**config.mk**
```make
export PLATFORM = sky130hd
export DESIGN_NAME = mem_ctrl
export DESIGN_NICKNAME = d
export VERILOG_FILES = /design/src/rtl/mem_ctrl_pkg.sv /design/src/rtl/mem_ctrl.sv
export SDC_FILE = /design/constraint.sdc
export NUM_CORES = 1
export LEC_CHECK = 0
export BUFFER_PORTS_ARGS = -buffer_cell sky130_fd_sc_hd__buf_2
export CAP_MARGIN = 25
export CORE_ASPECT_RATIO = 1.2
export CORE_MARGIN = 4
export CORE_UTILIZATION = 48
export CTS_CLUSTER_DIAMETER = 80
export DETAILED_ROUTE_END_ITERATION = 6
export PLACE_DENSITY = 0.77
export SYNTH_ARGS = -nofsm -noshare
export SYNTH_HDL_FRONTEND = slang
export SYNTH_SLANG_ARGS = --single-unit
```
**constraint.sdc**
```tcl
create_clock -name clk -period 2.6 [get_ports clk]
set_clock_uncertainty 0.05 [all_clocks]
set_input_delay 0.26 -clock clk [delete_from_list [all_inputs] [get_ports clk]]
set_output_delay 0.26 -clock clk [all_outputs]
set_load 0.01 [all_outputs]
```
**src/rtl/mem_ctrl_pkg.sv**
```systemverilog
// Constants shared by the memory controller and the load/store side of the core:
// FSM encoding, access length codes, the memory-mapped IO address field and funct3 values.
package mem_ctrl_pkg;

    localparam logic [2:0] ST_IDLE  = 3'd0;
    localparam logic [2:0] ST_IF_RD = 3'd1;
    localparam logic [2:0] ST_LS_RD = 3'd2;
    localparam logic [2:0] ST_LS_WR = 3'd3;
    localparam logic [2:0] ST_DONE  = 3'd4;

    localparam logic [2:0] LEN_BYTE = 3'd1;
    localparam logic [2:0] LEN_HALF = 3'd2;
    localparam logic [2:0] LEN_WORD = 3'd4;

    // Addresses with bits 17:16 set reach the UART rather than RAM
    localparam logic [1:0] IO_ADDR_FIELD = 2'b11;

    localparam logic [2:0] F3_LB  = 3'b000;
    localparam logic [2:0] F3_LH  = 3'b001;
    localparam logic [2:0] F3_LW  = 3'b010;
    localparam logic [2:0] F3_LBU = 3'b100;
    localparam logic [2:0] F3_LHU = 3'b101;
    localparam logic [2:0] F3_SB  = 3'b000;
    localparam logic [2:0] F3_SH  = 3'b001;
    localparam logic [2:0] F3_SW  = 3'b010;

    function automatic logic is_io_addr(input logic [31:0] addr);
        return addr[17:16] == IO_ADDR_FIELD;
    endfunction

endpackage

```
**src/rtl/mem_ctrl.sv**
```systemverilog
// Byte-serial RAM arbiter: serves instruction fetches and load/store accesses one byte
// per cycle over a single-port RAM with one-cycle read latency.
module mem_ctrl
    import mem_ctrl_pkg::*;
#(
    parameter int IF_LEN = 4
) (
    input  logic                  clk,
    input  logic                  rst,
    input  logic                  rdy,
    input  logic                  rollback,
    input  logic                  io_buffer_full,
    input  logic [7:0]            mem_din,
    output logic [7:0]            mem_dout,
    output logic [31:0]           mem_a,
    output logic                  mem_wr,
    input  logic                  if_en,
    input  logic [31:0]           if_addr,
    output logic                  if_done,
    output logic [8*IF_LEN-1:0]   if_data,
    input  logic                  lsb_en,
    input  logic                  lsb_wr,
    input  logic [31:0]           lsb_addr,
    input  logic [2:0]            lsb_len,
    input  logic [31:0]           lsb_w_data,
    output logic                  lsb_done,
    output logic [31:0]           lsb_r_data
);

    localparam int         BUF_W     = 8 * IF_LEN;
    localparam logic [4:0] FETCH_LEN = 5'(IF_LEN);

    logic [2:0]       state_q, state_d;
    logic [4:0]       cnt_q, cnt_d;
    logic [4:0]       len_q, len_d;
    logic [31:0]      addr_q, addr_d;
    logic [31:0]      wdata_q, wdata_d;
    logic [BUF_W-1:0] buf_q, buf_d;
    logic             if_done_q, if_done_d;
    logic             lsb_done_q, lsb_done_d;
    logic [BUF_W-1:0] if_data_q, if_data_d;
    logic [31:0]      lsb_r_data_q, lsb_r_data_d;
    logic [7:0]       align_sh;
    logic [BUF_W-1:0] aligned;
    logic             stall;

    assign stall    = (state_q == ST_LS_WR) && is_io_addr(addr_q) && io_buffer_full;
    assign mem_a    = addr_q + {27'd0, cnt_q};
    assign mem_dout = wdata_q[{cnt_q[1:0], 3'b000} +: 8];
    assign mem_wr   = rdy && (state_q == ST_LS_WR) && !stall;

    assign if_done    = if_done_q;
    assign if_data    = if_data_q;
    assign lsb_done   = lsb_done_q;
    assign lsb_r_data = lsb_r_data_q;

    always_comb begin
        state_d      = state_q;
        cnt_d        = cnt_q;
        len_d        = len_q;
        addr_d       = addr_q;
        wdata_d      = wdata_q;
        buf_d        = buf_q;
        if_done_d    = if_done_q;
        lsb_done_d   = lsb_done_q;
        if_data_d    = if_data_q;
        lsb_r_data_d = lsb_r_data_q;
        align_sh     = {FETCH_LEN - len_q, 3'b000};
        aligned      = '0;

        if (rdy) begin
            case (state_q)
                ST_IDLE: begin
                    cnt_d = 5'd0;
                    buf_d = '0;
                    if (lsb_en) begin
                        addr_d  = lsb_addr;
                        len_d   = {2'b00, lsb_len};
                        wdata_d = lsb_w_data;
                        state_d = lsb_wr ? ST_LS_WR : ST_LS_RD;
                    end else if (if_en) begin
                        addr_d  = if_addr;
                        len_d   = FETCH_LEN;
                        state_d = ST_IF_RD;
                    end
                end
                ST_IF_RD, ST_LS_RD: begin
                    if (state_q == ST_IF_RD && rollback) begin
                        state_d = ST_IDLE;
                        cnt_d   = 5'd0;
                    end else begin
                        // RAM data lags the address by a cycle, so byte k-1 arrives while k is addressed
                        if (cnt_q != 5'd0) begin
                            buf_d = {mem_din, buf_q[BUF_W-1:8]};
                        end
                        if (cnt_q == len_q) begin
                            state_d = ST_DONE;
                            cnt_d   = 5'd0;
                            aligned = buf_d >> align_sh;
                            if (state_q == ST_IF_RD) begin
                                if_data_d = buf_d;
                                if_done_d = 1'b1;
                            end else begin
                                lsb_r_data_d = aligned[31:0];
                                lsb_done_d   = 1'b1;
                            end
                        end else begin
                            cnt_d = cnt_q + 5'd1;
                        end
                    end
                end
                ST_LS_WR: begin
                    if (!stall) begin
                        if (cnt_q == len_q - 5'd1) begin
                            state_d    = ST_DONE;
                            cnt_d      = 5'd0;
                            lsb_done_d = 1'b1;
                        end else begin
                            cnt_d = cnt_q + 5'd1;
                        end
                    end
                end
                ST_DONE: begin
                    state_d    = ST_IDLE;
                    if_done_d  = 1'b0;
                    lsb_done_d = 1'b0;
                end
                default: begin
                    state_d = ST_IDLE;
                end
            endcase
        end
    end

    always_ff @(posedge clk) begin
        if (rst) begin
            state_q      <= ST_IDLE;
            cnt_q        <= 5'd0;
            len_q        <= 5'd0;
            addr_q       <= 32'd0;
            wdata_q      <= 32'd0;
            buf_q        <= '0;
            if_done_q    <= 1'b0;
            lsb_done_q   <= 1'b0;
            if_data_q    <= '0;
            lsb_r_data_q <= 32'd0;
        end else begin
            state_q      <= state_d;
            cnt_q        <= cnt_d;
            len_q        <= len_d;
            addr_q       <= addr_d;
            wdata_q      <= wdata_d;
            buf_q        <= buf_d;
            if_done_q    <= if_done_d;
            lsb_done_q   <= lsb_done_d;
            if_data_q    <= if_data_d;
            lsb_r_data_q <= lsb_r_data_d;
        end
    end

endmodule

```
==> flow_summary.toml, run 1 <==
[status]
status = "finished with violations"
violations = "design-rule violations, negative setup slack"

[worst_hold_path]
worst_hold_path.endpoint = "wdata_q[11]"
hold_path.class = "input port to flop"
hp-start = "lsb_w_data[11]"
hold_depth = 3

[drt]
post_drt_wl_per_cell_um = 17.7
viasPerCell = 5.65
vias = 8033
drc = 4
dr.pass1.iters = 7
drtIter0Drc = 818
antenna_left = 0
wirelength_um = 25200

[cts]
cts-root-buf = "clkbuf_16"
ctsHtreeMaxLevel = 4
clk_path_buf_depth = 2
clk_latency_ns = 0.43
cts_buffers = 17
ctsHoldBuffers = 0
clkTransAtPathRegs_ns = 0.06
cts_tree = "built"
clock-sinks = 173

[floorplan]
ioPinCount = 222
core-area_um2 = 17000
die_w_um = 128
initial_utilization_pct = 49.1
std_cell_rows = 52
die_h_um = 152
die_area_um2 = 19500

[synth]
synthArstFlopShare_pct = 0
synth.avg_cell_area_um2 = 8.68
synth_edf_count = 0
synth_nets = 1087
synth-seq-cells = 173
synth.largest_area_cell = "dfxtp_1"
syn_inst = 960
synth.top_cell.area_share_pct = 41.6
netlist_area_um2 = 8330
synthDistinctLibCells = 59
synth_top_cells_by_area = "dfxtp_1 42%, mux2i_1 7.7%, a211oi_1 5.9%, nor2_1 5.9%, nand2_1 5.5%"
synth_flop_cell = "dfxtp_1"
yosys_warnings = 0
yosysSeqAreaShare_pct = 41.6

[setup_path]
cp_slowest_stage_delay_ns = 0.57
worst-r2r-cell-count = 10
cp_max_fo = 6
path_buf_inv = 1
criticalPathCategory = "flop to primary output"
reg2reg_from = "cnt_q[0]"
path_cells = "nand4_1, or4_4, or2_4, and4bb_2, xor2_1, buf_2"
reg2reg_slack_ns = 0.14
critPathCaptureType = "primary output"
slowest_stage = "or4_4"
cp.required_ns = 2.29
timing.rr.end = "lsb_r_data[0]"
startpoint_type = "flop"
crit_family = "simple AND/OR/NAND/NOR gates"
arrival_ns = 2.49

[pwr]
peakVddDrop_v = 0.000503
clock_power_share_pct = 38.8
powerDensity_nw_per_um2 = 576
pwr-share-seq_pct = 46.2
intPower_mw = 4.51
p_sw_mw = 1.72
finalPower_mw = 6.23
swShare_pct = 27.6
p_leak_nw = 4.71
p_comb_share_pct = 15.0

[sta]
period_needed_ns = 2.80
whs_ns = 0.0180
setup_viol = 11
fin_crit_sh_pct = 108
worstMarginPinSlew_ns = 0.704
maxSlewViolCount = 0
fin_ws_ns = -0.200
fmax_mhz = 357
rsz0062_at_grt = "yes"
max_slew_margin_pct = 53.1
hold_violations = 0

[cells_and_area]
nets = 1321
drive_above_1_share_pct = 32.3
nFillCells = 1476
areaGrowthSynthToFinish_pct = 29.8
finalCoreUtilization_pct = 63.7
final_area_um2 = 10800

[grt]
grt_pass1_vias = 7580
grt_pass1_wl_um = 38900
antenna_found_initial = 1
grt_max_degree = 68
grt.total_usage_pct = 24.6
globalRouteOverflowTotal = 0

[placed_design]
dp_hpwl_um = 17700
port_buffers = 221
dpl_cell_area_um2 = 9790
gp_congestion = 0.919
pre_cts_slack_ns = -0.0873

[run]
drv_cap = 0
## cell usage in the layout, fill, tap and decap left out, types with 4 or more instances in the layout
cell type	count
a211oi_1	65
a21oi_1	69
a221o_1	17
a222oi_1	9
a22oi_1	10
a31oi_1	9
and3_1	10
buf_12	4
buf_2	220
buf_4	59
clkbuf_16	18
clkinv_2	5
dfxtp_1	159
dfxtp_2	10
dfxtp_4	4
ha_1	7
inv_1	13
mux2i_1	59
mux4_2	8
nand2_1	123
nand2b_1	11
nand3_1	29
nand4_1	4
nor2_1	127
nor2b_1	6
nor3_1	4
o22ai_1	9
o2bb2ai_1	8
xnor2_1	19
xor2_1	18
## tightest hold or removal path, delay by kind of cell
kind	cells	cell delay, ns
buffers and inverters	1	0.10
AO/OA/AOI/OAI	1	0.05
AND/OR/NAND/NOR	1	0.04
## metal layers
layer | GRT usage, % | share of wire, % | vias up
li1 | - | - | 3901
met1 | 30.1 | 39 | 3763
met2 | 41.5 | 51 | 301
met3 | 4.63 | 5.9 | 68
met4 | 11.1 | 3.8 | 0
met5 | 0 | 0 | -
## sequential cells by signal, summed over array words and instances, names as in the netlist
name,count
addr_q,32
buf_q,32
if_data,32
lsb_r_data,32
wdata_q,32
cnt_q,5
len_q,3
state_q,3
if_done,1
lsb_done,1
## cells in the mapped netlist, types with 3 or more instances
library cell / instances
nor3_1: 8
and4_1: 3
a221o_1: 17
buf_1: 15
clkbuf_1: 41
o21ai_0: 4
a222oi_1: 9
o2bb2ai_1: 8
nor2_1: 132
a31oi_1: 9
a211oi_1: 66
nand2_1: 123
o22ai_1: 9
and3_1: 10
or2_2: 4
a22oi_1: 10
xnor2_1: 19
xor2_1: 18
ha_1: 11
nor2b_1: 7
nand2b_1: 11
dfxtp_1: 173
a21oi_1: 71
mux4_2: 8
a21o_1: 3
nand3_1: 30
nand4_1: 4
mux2_2: 4
mux2i_1: 64
buf_2: 11
nor3b_1: 5
buf_6: 4
inv_1: 13
## area by class of cell
type	instances	area [µm²]	share of cell area, %
Multi-Input combinational cell	701	4750	43.9
Sequential cell	173	3490	32.3
Timing Repair Buffer	288	1700	15.7
Clock buffer	18	439	4.06
Tap cell	216	270	2.50
Clock inverter	13	115	1.06
Inverter	13	48.8	0.451
Antenna cell	1	2.50	0.0231
## timing repair
action	CTS	global route
resized for setup	22	48
endpoints found under the setup margin	31	60
gates cloned	0	1
buffers inserted	7	14
pin swaps	6	20
## through the flow
step	TNS [ns]	cells
3_3_place_gp	0	1369
4_1_cts	-0.406	1407
3_5_place_dp	-0.428	1369
2_1_floorplan	0	960
5_1_grt	-2.33	1423
6_report	-1.00	1423
## how the worst max path moves through the flow
stage               startpoint       endpoint  slack (ns)  cells after the start
finish              addr_q[10]      mem_a[27]       -0.20                      6
detailed placement    cnt_q[0]      mem_a[28]       -0.09                      8
global route        addr_q[10]      mem_a[31]       -0.27                      6
global placement      len_q[1]  lsb_r_data[2]        0.02                      9
CTS                  addr_q[8]      mem_a[27]       -0.11                      6
floorplan             cnt_q[1]  lsb_r_data[6]        0.04                      8
## cell families (layout without fill, tap and decap cells)
logic type,count (synthesis),count (layout),synth area share (%)
and+or+nand+nor,357,357,19.6
AOI/OAI and AO/OA,219,219,18.2
DFF,173,173,41.6
buffers and inverters,86,332,4.49
muxes,76,76,10.4
xor gates and xnor gates,37,37,3.89
adders and majority gates,12,12,1.89
other,0,1,0
## power groups by stage
| stage | clock network (mW) | registers (mW) | logic [mW] |
|---|---|---|---|
| after floorplan | 0 | 2.92 | 0.560 |
| after global placement | 0 | 2.92 | 0.876 |
| after detailed placement | 0 | 2.93 | 0.892 |
| after CTS | 2.46 | 2.87 | 0.902 |
| after global routing | 2.57 | 2.89 | 1.02 |
| final | 2.41 | 2.88 | 0.934 |
Note: power is estimated with default switching activity, not from simulation.
==> inputs of run 2 (changes only) <==
==> config.mk (replaced) <==
export PLATFORM = sky130hd
export DESIGN_NAME = mem_ctrl
export DESIGN_NICKNAME = d
export VERILOG_FILES = /design/src/rtl/mem_ctrl_pkg.sv /design/src/rtl/mem_ctrl.sv
export SDC_FILE = /design/constraint.sdc
export NUM_CORES = 1
export LEC_CHECK = 0
export BUFFER_PORTS_ARGS = -buffer_cell sky130_fd_sc_hd__buf_4
export CAP_MARGIN = 25
export CORE_ASPECT_RATIO = 1.2
export CORE_MARGIN = 4
export CORE_UTILIZATION = 53
export CTS_CLUSTER_DIAMETER = 80
export DETAILED_ROUTE_END_ITERATION = 6
export PLACE_DENSITY_LB_ADDON = 0.1
export SYNTH_ARGS = -nofsm -noshare
export SYNTH_HDL_FRONTEND = slang
export SYNTH_SLANG_ARGS = --single-unit
==> constraint.sdc (replaced) <==
create_clock -name clk -period 2.65 [get_ports clk]
set_clock_uncertainty 0.05 [all_clocks]
set_input_delay 0.265 -clock clk [delete_from_list [all_inputs] [get_ports clk]]
set_output_delay 0.265 -clock clk [all_outputs]
set_load 0.01 [all_outputs]
==> flow_summary.toml, run 2 (synthesis gave the netlist of run 1 again) <==
[drt]
drc = 0
post_drt_wl_per_cell_um = 18.0
antenna_left = 0
dr.pass1.iters = 6
wirelength_um = 25100
viasPerCell = 5.74
drtIter0Drc = 728
vias = 7979

[placed_design]
placedCellCount = 1342
port_buffers = 221
gp_congestion = 0.905
dp_hpwl_um = 17600

[grt]
globalRouteOverflowTotal = 0
grt_pass1_wl_um = 38900
grt.total_usage_pct = 27.2
antenna_found_initial = 0
grt_max_degree = 81
grt_pass1_vias = 7670

[floorplan]
die_w_um = 122
ioPinCount = 222
std_cell_rows = 49
die_h_um = 145
core-area_um2 = 15200
initial_utilization_pct = 54.8
die_area_um2 = 17800

[setup_path]
slowest_stage = "or4_4"
cp_slowest_stage_delay_ns = 0.54
arrival_ns = 2.33
startpoint_type = "flop"
path_cells = "nand4_1, or4_4, or2_4, and4bb_2, xor2_1, buf_4"
criticalPathCategory = "flop to primary output"
cp_max_fo = 5
critPathCaptureType = "primary output"
cp.required_ns = 2.34

[sta]
period_needed_ns = 2.65
setup_viol = 0
hold_violations = 0
maxSlewViolCount = 0
worstMarginPinSlew_ns = 0.648
fmax_mhz = 378
fin_crit_sh_pct = 99.8
rsz0062_at_grt = "yes"
setup_tns_ns = 0
max_slew_margin_pct = 56.6

[run]
drv_cap = 0

[pwr]
p_leak_nw = 4.72
p_comb_share_pct = 15.3
peakVddDrop_v = 0.000485
pwr-share-seq_pct = 43.3
intPower_mw = 4.82
powerDensity_nw_per_um2 = 585
p_sw_mw = 1.72
clock_power_share_pct = 41.5
swShare_pct = 26.3

[cts]
ctsHoldBuffers = 0
cts_tree = "built"
clk_latency_ns = 0.43
clkTransAtPathRegs_ns = 0.07
ctsHtreeMaxLevel = 4
clk_path_buf_depth = 2
cts_buffers = 17
clock-sinks = 173
cts-root-buf = "clkbuf_16"

[cells_and_area]
num_antenna_cells = 0
finalCoreUtilization_pct = 73.5
nFillCells = 1213
layoutNonFillerInstCount = 1389
drive_above_1_share_pct = 29.8
mostFrequentLayoutCells = "259 x buf_4, 161 x dfxtp_1, 129 x nor2_1"
nets = 1299
areaGrowthSynthToFinish_pct = 34.1
layout_commonest_cell = "buf_4"

[worst_hold_path]
hold_path.class = "input port to flop"

[status]
status = "finished, final reports clean"
-- run 2: cell types whose count changed in the layout (fill, tap and decap cells not counted), sizes merged --
cell	delta
inv	+2
buf	-22
clkinv	-4
bufinv	+3
diode	-1
-- run 2: through the flow --
step | setup slack, ns | hold slack [ns] | power (mW) | area (µm²)
after floorplan | 0.0920 | 0.351 | 3.41 | 8330
after global placement | -0.00971 | 0.389 | 3.82 | 10200
after detailed placement | -0.148 | 0.395 | 3.84 | 10200
after CTS | -0.00523 | 0.00738 | 6.53 | 11000
after global routing | -0.0708 | 0.0196 | 6.78 | 11200
final | 0.00414 | 0.0221 | 6.54 | 11200
-- run 2: cell type report --
class	instances	area, µm²	area share [%]
well taps	204	255	2.28
flip-flops and latches	173	3490	31.2
multi-input cells	701	4670	41.8
clock inverters	14	204	1.83
repair buffers	266	2070	18.5
inverters	13	48.8	0.437
clock buffers	18	439	3.93
-- run 2: critical path, delay by kind of cell (launching register included) --
kind	cells	cell delay, ns
buf+inv	1	0.14
xor+xnor	1	0.15
flops	1	0.36
simple gates	4	1.25
-- run 2: power groups by stage --
stage                     Sequential (mW)  Combinational, mW  Clock, mW
after floorplan                      2.86              0.550          0
after global placement               2.88              0.948          0
after detailed placement             2.88              0.959          0
after CTS                            2.82              0.970       2.73
after global routing                 2.85               1.09       2.85
final                                2.83              0.998       2.71
-- run 2: path summary, 6_finish.rpt --
check / startpoint / to / slack [ns] / cells after the start
setup / recovery: addr_q[12] / mem_a[27] / 0.004 / 6
hold / removal: lsb_len[2] / len_q[2] / 0.02 / 3
setup reg to reg: cnt_q[0] / lsb_r_data[6] / 0.18 / 9
hold reg to reg: lsb_r_data[31] / lsb_r_data[31] / 0.40 / 2
-- run 2: timing repair --
item                       in CTS  in global routing
setup buffers                   5                  9
gates cloned                    0                  1
setup endpoints to repair      24                 22
gates resized for setup        16                 26
hold endpoints to repair        0                  0
pin swaps                       5                 10
-- run 2: per-layer routing --
| layer | routed length, µm | GRT usage, % | up-vias |
|---|---|---|---|
| met3 | 1330 | 5.13 | 80 |
| li1 | - | - | 3869 |
| met4 | 1100 | 13.7 | 0 |
| met5 | 0 | 0 | - |
| met2 | 12900 | 46.8 | 310 |
| met1 | 9730 | 32.0 | 3720 |
==> inputs of run 3 (changes only) <==
--- a/config.mk
+++ b/config.mk
@@ -5,6 +5,7 @@
 export SDC_FILE = /design/constraint.sdc
 export NUM_CORES = 1
 export LEC_CHECK = 0
+export ABC_CLOCK_PERIOD_IN_PS = 2650
 export BUFFER_PORTS_ARGS = -buffer_cell sky130_fd_sc_hd__buf_4
 export CAP_MARGIN = 25
 export CORE_ASPECT_RATIO = 1.2
@@ -13,6 +14,7 @@
 export CTS_CLUSTER_DIAMETER = 80
 export DETAILED_ROUTE_END_ITERATION = 6
 export PLACE_DENSITY_LB_ADDON = 0.1
+export RECOVER_POWER = 50
 export SYNTH_ARGS = -nofsm -noshare
 export SYNTH_HDL_FRONTEND = slang
 export SYNTH_SLANG_ARGS = --single-unit
==> flow_summary.toml, run 3 (synthesis gave the netlist of run 1 again) <==
[status]
status = "finished, final reports clean"

[sta]
fin_crit_sh_pct = 99.9
max_slew_margin_pct = 54.0
setup_tns_ns = 0
period_needed_ns = 2.65
setup_viol = 0
fmax_mhz = 378
worstMarginPinSlew_ns = 0.690
hold_violations = 0
maxSlewViolCount = 0
rsz0062_at_grt = "yes"

[cells_and_area]
mostFrequentLayoutCells = "191 x buf_4, 162 x dfxtp_1, 129 x nor2_1"
nFillCells = 1284
register_area_um2 = 3480
num_antenna_cells = 0
multi_input_area_um2 = 4660
areaGrowthSynthToFinish_pct = 30.8
drive_above_1_share_pct = 24.1
layout_commonest_cell = "buf_4"
final_area_um2 = 10900
finalCoreUtilization_pct = 71.7
nets = 1299

[drt]
dr.pass1.iters = 5
viasPerCell = 5.74
post_drt_wl_per_cell_um = 18.1
vias = 7967
drc = 0
wirelength_um = 25100
drtIter0Drc = 676
antenna_left = 0

[floorplan]
ioPinCount = 222
initial_utilization_pct = 54.8
core-area_um2 = 15200
std_cell_rows = 49
die_w_um = 122
die_area_um2 = 17800
die_h_um = 145

[grt]
grt_pass1_vias = 7670
grt_pass1_wl_um = 38900
globalRouteOverflowTotal = 0
antenna_found_initial = 0
grt_max_degree = 81
grt.total_usage_pct = 27.2

[setup_path]
arrival_ns = 2.33
reg2reg_from = "cnt_q[0]"
crit_family = "simple AND/OR/NAND/NOR gates"
worst-r2r-cell-count = 9
cp-startpoint = "addr_q[12]"
criticalPathCategory = "flop to primary output"
reg2reg_slack_ns = 0.19
startpoint_type = "flop"
timing.rr.end = "lsb_r_data[6]"
slowest_stage = "or4_4"
path_cells = "nand4_1, or4_4, or2_4, and4bb_2, xor2_1, buf_4"
cp.required_ns = 2.34
path_buf_inv = 1
cp_max_fo = 5
critPathCaptureType = "primary output"
cp_slowest_stage_delay_ns = 0.54

[worst_hold_path]
hold_depth = 3
worst_hold_path.endpoint = "len_q[2]"
hp-start = "lsb_len[2]"
hold_path.class = "input port to flop"

[pwr]
p_leak_nw = 4.44
peakVddDrop_v = 0.000470
finalPower_mw = 6.51
powerDensity_nw_per_um2 = 597

[run]
drv_cap = 0

[cts]
cts_buffers = 17
ctsHtreeMaxLevel = 4
clk_path_buf_depth = 2
cts_tree = "built"
clk_latency_ns = 0.43
clkTransAtPathRegs_ns = 0.07
cts-root-buf = "clkbuf_16"
clock-sinks = 173

[placed_design]
port_buffers = 221
dpl_cell_area_um2 = 10200
gp_congestion = 0.905
dp_hpwl_um = 17600
## run 3: power breakdown
group | internal, mW | switching, mW | total [mW] | leakage, nW
sequential | 2.72 | 0.104 | 2.83 | 1.41
clock | 1.62 | 1.09 | 2.71 | 0.315
combinational | 0.448 | 0.525 | 0.973 | 2.71
total | 4.80 | 1.71 | 6.51 | 4.44
## run 3: layout make-up
cell class	count	area share (%)
inverter	13	0.448
tap	204	2.34
multi-input combinational	701	42.8
clock buffer	18	4.03
sequential	173	32.0
clock inverter	14	1.87
timing repair buffer	266	16.6
## run 3: metrics by stage
step,setup WS (ns),hold WS [ns],cells
2_1_floorplan,0.0920,0.351,960
3_3_place_gp,-0.00971,0.389,1342
3_5_place_dp,-0.148,0.395,1342
4_1_cts,-0.00523,0.00738,1379
5_1_grt,-0.0708,0.0196,1389
6_report,0.00354,0.0217,1389
## run 3: how the worst max path moves through the flow
stage                               end  slack (ns)  depth (start not counted)
after floorplan           lsb_r_data[6]        0.09                          8
after global placement        mem_a[28]       -0.01                          8
after detailed placement      mem_a[24]       -0.15                          8
after CTS                     mem_a[22]      -0.005                          8
after global routing          mem_a[27]       -0.07                          6
final                         mem_a[27]       0.004                          6
## run 3: timing repair
action                     4_1_cts  5_1_grt
pin swaps                        5       10
resized for setup               16       26
hold buffers                     0        0
setup endpoints to repair       24       22
buffers inserted                 5        9
cloned                           0        1
## run 3: per-layer routing
layer  wire length [µm]  global-route usage [%]  part of all wire (%)  up-vias
met5                  0                       0                     0        -
met1               9780                    32.0                    39     3740
li1                   -                       -                     -     3863
met3               1310                    5.13                   5.2       72
met4               1070                    13.7                   4.2        0
met2              13000                    46.8                    52      292
## run 3: tightest hold or removal path, cell delays in order
cell	delay (ns)
buf_4	0.08
o22ai_1	0.05
nor2_1	0.07
